[src/rtl/fetch_queue_pkg.sv]
// Shared widths and the instruction-id advance rule for the fetch queue.
// The global width macros live here so every importer sees one definition.
`ifndef FETCH_QUEUE_DEFINES_VH
`define FETCH_QUEUE_DEFINES_VH
`define INST_WIDTH           32
`define ADDR_WIDTH           32
`define INSTRUCTION_ID_WIDTH 4
`define FETCH_QUEUE_DEPTH    4
`endif

package fetch_queue_pkg;

  localparam int INST_W        = `INST_WIDTH;
  localparam int ADDR_W        = `ADDR_WIDTH;
  localparam int ID_W          = `INSTRUCTION_ID_WIDTH;
  localparam int FQ_DEPTH      = `FETCH_QUEUE_DEPTH;
  localparam int FQ_DEPTH_LOG2 = $clog2(`FETCH_QUEUE_DEPTH);

  // Ids 0 and 1 are reserved (0 marks a bubble downstream), so wrap lands on 2.
  function automatic logic [ID_W-1:0] id_advance(input logic [ID_W-1:0] id);
    logic [ID_W-1:0] nxt;
    nxt = id + ID_W'(2);
    return (nxt == '0) ? ID_W'(2) : nxt;
  endfunction

endpackage

[src/rtl/id_allocator.sv]
// In-order instruction-id pair generator; ids are valid combinationally, advance at posedge on alloc.
// No backpressure: the caller only raises alloc for pairs that are actually enqueued.
module id_allocator
  import fetch_queue_pkg::*;
(
  input  logic            clk,
  input  logic            reset,
  input  logic            alloc,
  output logic [ID_W-1:0] id0,
  output logic [ID_W-1:0] id1
);

  logic [ID_W-1:0] next_id;

  always_ff @(posedge clk) begin
    if (reset)
      next_id <= ID_W'(2);
    else if (alloc)
      next_id <= id_advance(next_id);
  end

  // next_id is always even, so +1 never wraps into the reserved range.
  assign id0 = next_id;
  assign id1 = next_id + ID_W'(1);

endmodule

[src/rtl/fetch_queue.sv]
// Instruction-pair FWFT buffer with in-order id assignment; push-to-output latency 1 cycle, no bypass.
// Fetch holds on full (a push while full is dropped); issue holds the head with stall; flush empties.
module fetch_queue
  import fetch_queue_pkg::*;
#(
  parameter int DEPTH      = FQ_DEPTH,
  parameter int DEPTH_LOG2 = FQ_DEPTH_LOG2
) (
  input  logic                  clk,
  input  logic                  reset,
  input  logic                  flush,
  input  logic                  push,
  input  logic [INST_W-1:0]     instruction0_in,
  input  logic [INST_W-1:0]     instruction1_in,
  input  logic [ADDR_W-1:0]     pc0_in,
  input  logic [ADDR_W-1:0]     pc1_in,
  input  logic                  stall,
  output logic                  full,
  output logic                  empty,
  output logic [DEPTH_LOG2:0]   count,
  output logic [INST_W-1:0]     instruction0_out,
  output logic [INST_W-1:0]     instruction1_out,
  output logic [ADDR_W-1:0]     pc0_out,
  output logic [ADDR_W-1:0]     pc1_out,
  output logic [ID_W-1:0]       id0_out,
  output logic [ID_W-1:0]       id1_out
);

  localparam logic [DEPTH_LOG2-1:0] PTR_ONE   = DEPTH_LOG2'(1);
  localparam logic [DEPTH_LOG2:0]   CNT_ONE   = (DEPTH_LOG2 + 1)'(1);
  localparam logic [DEPTH_LOG2:0]   CNT_DEPTH = (DEPTH_LOG2 + 1)'(DEPTH);

  logic [INST_W-1:0] inst0_mem [DEPTH];
  logic [INST_W-1:0] inst1_mem [DEPTH];
  logic [ADDR_W-1:0] pc0_mem   [DEPTH];
  logic [ADDR_W-1:0] pc1_mem   [DEPTH];
  logic [ID_W-1:0]   id0_mem   [DEPTH];
  logic [ID_W-1:0]   id1_mem   [DEPTH];

  logic [DEPTH_LOG2-1:0] wptr;
  logic [DEPTH_LOG2-1:0] rptr;
  logic                  accept;
  logic                  pop;
  logic                  alloc;
  logic [ID_W-1:0]       new_id0;
  logic [ID_W-1:0]       new_id1;

  assign full   = (count == CNT_DEPTH);
  assign empty  = (count == '0);
  assign accept = push && !full;
  assign pop    = !empty && !stall;
  // A pair pushed alongside flush is discarded and must not consume ids.
  assign alloc  = accept && !flush;

  id_allocator u_id_allocator (
    .clk   (clk),
    .reset (reset),
    .alloc (alloc),
    .id0   (new_id0),
    .id1   (new_id1)
  );

  always_ff @(posedge clk) begin
    if (reset || flush) begin
      wptr  <= '0;
      rptr  <= '0;
      count <= '0;
    end else begin
      if (accept)
        wptr <= wptr + PTR_ONE;
      if (pop)
        rptr <= rptr + PTR_ONE;
      if (accept && !pop)
        count <= count + CNT_ONE;
      else if (pop && !accept)
        count <= count - CNT_ONE;
    end
  end

  always_ff @(posedge clk) begin
    if (!reset && alloc) begin
      inst0_mem[wptr] <= instruction0_in;
      inst1_mem[wptr] <= instruction1_in;
      pc0_mem[wptr]   <= pc0_in;
      pc1_mem[wptr]   <= pc1_in;
      id0_mem[wptr]   <= new_id0;
      id1_mem[wptr]   <= new_id1;
    end
  end

  // Head slot is gated to zero when empty so stale storage never reaches issue.
  always_comb begin
    instruction0_out = '0;
    instruction1_out = '0;
    pc0_out          = '0;
    pc1_out          = '0;
    id0_out          = '0;
    id1_out          = '0;
    if (!empty) begin
      instruction0_out = inst0_mem[rptr];
      instruction1_out = inst1_mem[rptr];
      pc0_out          = pc0_mem[rptr];
      pc1_out          = pc1_mem[rptr];
      id0_out          = id0_mem[rptr];
      id1_out          = id1_mem[rptr];
    end
  end

endmodule

[config.mk]
export PLATFORM = sky130hd
export DESIGN_NAME = fetch_queue
export DESIGN_NICKNAME = d
export VERILOG_FILES = /design/src/rtl/fetch_queue_pkg.sv /design/src/rtl/id_allocator.sv /design/src/rtl/fetch_queue.sv
export SDC_FILE = /design/constraint.sdc
export NUM_CORES = 1
export LEC_CHECK = 0
export ABC_AREA = 1
export CORE_AREA = 2 2 200 202
export CTS_CLUSTER_SIZE = 10
export DETAILED_ROUTE_END_ITERATION = 10
export DIE_AREA = 0 0 202 204
export GPL_ROUTABILITY_DRIVEN = 0
export GPL_TIMING_DRIVEN = 0
export PLACE_DENSITY = 0.81
export RECOVER_POWER = 100
export SLEW_MARGIN = 40
export SYNTH_ARGS = -nofsm -noshare
export SYNTH_HDL_FRONTEND = slang
export SYNTH_SLANG_ARGS = --single-unit
[constraint.sdc]
create_clock -name clk -period 8 [get_ports clk]
set_clock_uncertainty 0.15 [all_clocks]
set_input_delay 0.8 -clock clk [delete_from_list [all_inputs] [get_ports clk]]
set_output_delay 0.8 -clock clk [all_outputs]
set_load 0.1 [all_outputs]
==> impl_metrics.py <==
metrics = {
    "run_status": {
        "status": "completed",
    },
    "synthesis": {
        "syn-num-nets": 1799,
        "syn_area_per_cell_um2": 12.8,
        "synth_flop_cell": "edfxtp_1",
        "syn_inst": 1659,
        "synth_top_cell_by_area": "edfxtp_1",
        "netlist.area_leader.share": 0.748,
        "yosys-top-cells-count": "nor2_1, edfxtp_1, o21ai_0",
        "synthTopCellsByArea": "edfxtp_1, nor2_1, o21ai_0",
        "ys_seq_elements": 540,
        "yosysUniqueCellTypes": 21,
        "synth-edff-count": 528,
        "synth.most_common_cell": "nor2_1",
        "async_reset_ff_frac": 0,
        "synth_area_um2": 21200,
        "synth-warning-count": 0,
        "seq_area_frac_synth": 0.759,
    },
    "floorplan": {
        "initial_core_util": 0.541,
        "io_pins": 274,
        "die_h_um": 204,
        "num_rows": 73,
        "die_w_um": 202,
        "dieArea_um2": 41200,
        "coreArea_um2": 39200,
    },
    "hold_path": {
        "min_path_type": "flop to flop",
        "worstHoldPathCells": 2,
    },
    "route": {
        "ant_nets": 0,
        "drtIter0Drc": 1099,
        "routedWlPerCell_um": 20.6,
        "vias_per_cell": 5.52,
        "dr.pass1.iters": 5,
        "wirelength_mm": 53.1,
        "num_vias": 14200,
        "drc_errors": 0,
    },
    "sta": {
        "max_freq_mhz": 177,
        "grt_setup_unrepaired": "false",
        "finalHoldViolCount": 0,
        "setup_viol": 0,
        "worst_pin_slew_ps": 1360,
        "period_share": 0.708,
        "slew-limit-headroom": 0.0947,
        "hold_ws_ps": 361,
        "drv_slew": 0,
        "min_period_ps": 5660,
        "finalSetupTns_ps": 0,
    },
    "setup_path": {
        "worst-path-stages": 8,
        "reg2regPathDepth": 10,
        "cp_num_buf_inv": 5,
        "crit_path_start_kind": "input pin",
        "path_delay_family": "buffers and inverters",
        "cp.required_ps": 8070,
        "slowest_delay_ps": 970,
        "critPathSlowestCell": "nor2_1",
        "endpoint_kind": "flop",
        "cp_cell_sequence": "dlygate4sd3_1, nor2_1, nand2_1, nor2_1, clkbuf_1, clkbuf_1, clkbuf_1, clkbuf_1",
        "worst-setup-path-type": "input pin to flop",
        "worstPathMaxFanout": 16,
        "cp.arrival_ps": 5740,
        "cp_common_cell": "clkbuf_1",
    },
    "clock_tree": {
        "cts_hold_buf": 0,
        "clk_pin_slew_ps": 50,
        "cts_buffers": 60,
        "clk_latency_ps": 600,
        "post_cts_buffers": 0,
        "cts_max_level": 2,
        "clk_path_buf_depth": 3,
        "cts_root_buf": "clkbuf_16",
        "cts_tree": "done",
        "cts_resized": 0,
        "clock-sinks": 540,
    },
    "layout": {
        "syn_to_final_growth_pct": 20.2,
        "nNetsFinal": 2171,
        "layout-drive-gt1-share": 0.0713,
    },
    "power_and_ir_drop": {
        "leakage_nw": 8.68,
        "cellPowerDensity_nw_per_um2": 267,
        "ir_drop_uv": 282,
    },
    "flow_run": {
        "maxCapViolCount": 0,
    },
    "placement": {
        "hpwlAfterDp_mm": 34.4,
        "port_buffers": 272,
    },
    "global_routing": {
        "grt_usage": 0.255,
        "antenna_found_initial": 16,
        "grt_max_degree": 19,
        "grt_overflow": 0,
        "first_global_vias": 14100,
        "grt_pass1_wl_mm": 79.5,
    },
}
## logic make-up after synthesis
group / count (synthesis) / synth area share
buffers and inverters: 130 / 0.0381
adder cells (fa/ha/maj): 7 / 0.00449
AO/OA/AOI/OAI: 402 / 0.0949
flip-flops: 540 / 0.759
AND/OR/NAND/NOR: 578 / 0.103
other: 1 / 0.000177
XOR/XNOR: 1 / 0.000413
## layout make-up
type	count	area, µm²
Sequential cell	540	16100
Clock inverter	5	32.5
Fill cell	2867	13700
Tap cell	525	657
Timing Repair Buffer	310	2000
Antenna cell	8	20.0
Inverter	25	93.8
Clock buffer	73	1590
Buffer	105	701
Multi-Input combinational cell	989	4300
## power by group
part	internal (mW)	switching, mW	total [mW]
Combinational	0.173	1.10	1.27
Clock	1.37	0.992	2.36
Sequential	3.15	0.0133	3.16
Total	4.69	2.10	6.79
## state kept, by name, summed over array words and instances (netlist names), named ones only
name and flops:
inst0_mem 128, inst1_mem 128, pc0_mem 128, pc1_mem 128, id0_mem 12, id1_mem 4, count 3, u_id_allocator.id0 3
rptr 2, wptr 2
## worst register-to-register path, cell delays in order, from the launching register on
cell and delay (ps):
dfxtp_1 410, nor2_1 90, nand2_1 100, nand2_1 110, inv_1 140, nand2_1 120
nor2_1 970, clkbuf_1 720, clkbuf_1 700, clkbuf_1 670, clkbuf_1 840
## worst paths after layout
path	to	start	slack (ps)
min	rptr[1]	rptr[1]	360
max	inst1_mem[0][8]	flush	2340
max reg2reg	inst1_mem[0][8]	count[0]	2610
min reg2reg	rptr[1]	rptr[1]	360
## stage by stage
step | area, µm² | utilization | cells | power, mW | setup WS [ps]
finish | 25500 | 0.651 | 2580 | 6.79 | 2340
global route | 25500 | 0.650 | 2574 | 6.99 | 2020
CTS | 26400 | 0.673 | 2572 | 6.89 | 4160
detailed placement | 24700 | 0.632 | 2494 | 4.54 | 4340
global placement | 24600 | 0.627 | 2456 | 4.63 | -4300
floorplan | 21200 | - | 1659 | 4.22 | 137
## cells in the final DEF, fill, tap and decap left out, drive strengths merged, types with 2 or more instances in the layout
cell type and instances:
o21ai 266, a21oi 136, nand3 6, inv 25, clkdlybuf4s50 2, buf 64
nand2 26, diode 8, ha 6, nor2 546, edfxtp 528, dfxtp 12
dlygate4sd3 130, clkbuf 292, clkinv 5
## layer usage
metal  GRT usage  routed length, µm
met5           0                131
met4      0.0756               1030
met3      0.0592               4730
met2       0.432              26200
met1       0.331              21000
Power figures use the tool's default switching activity.
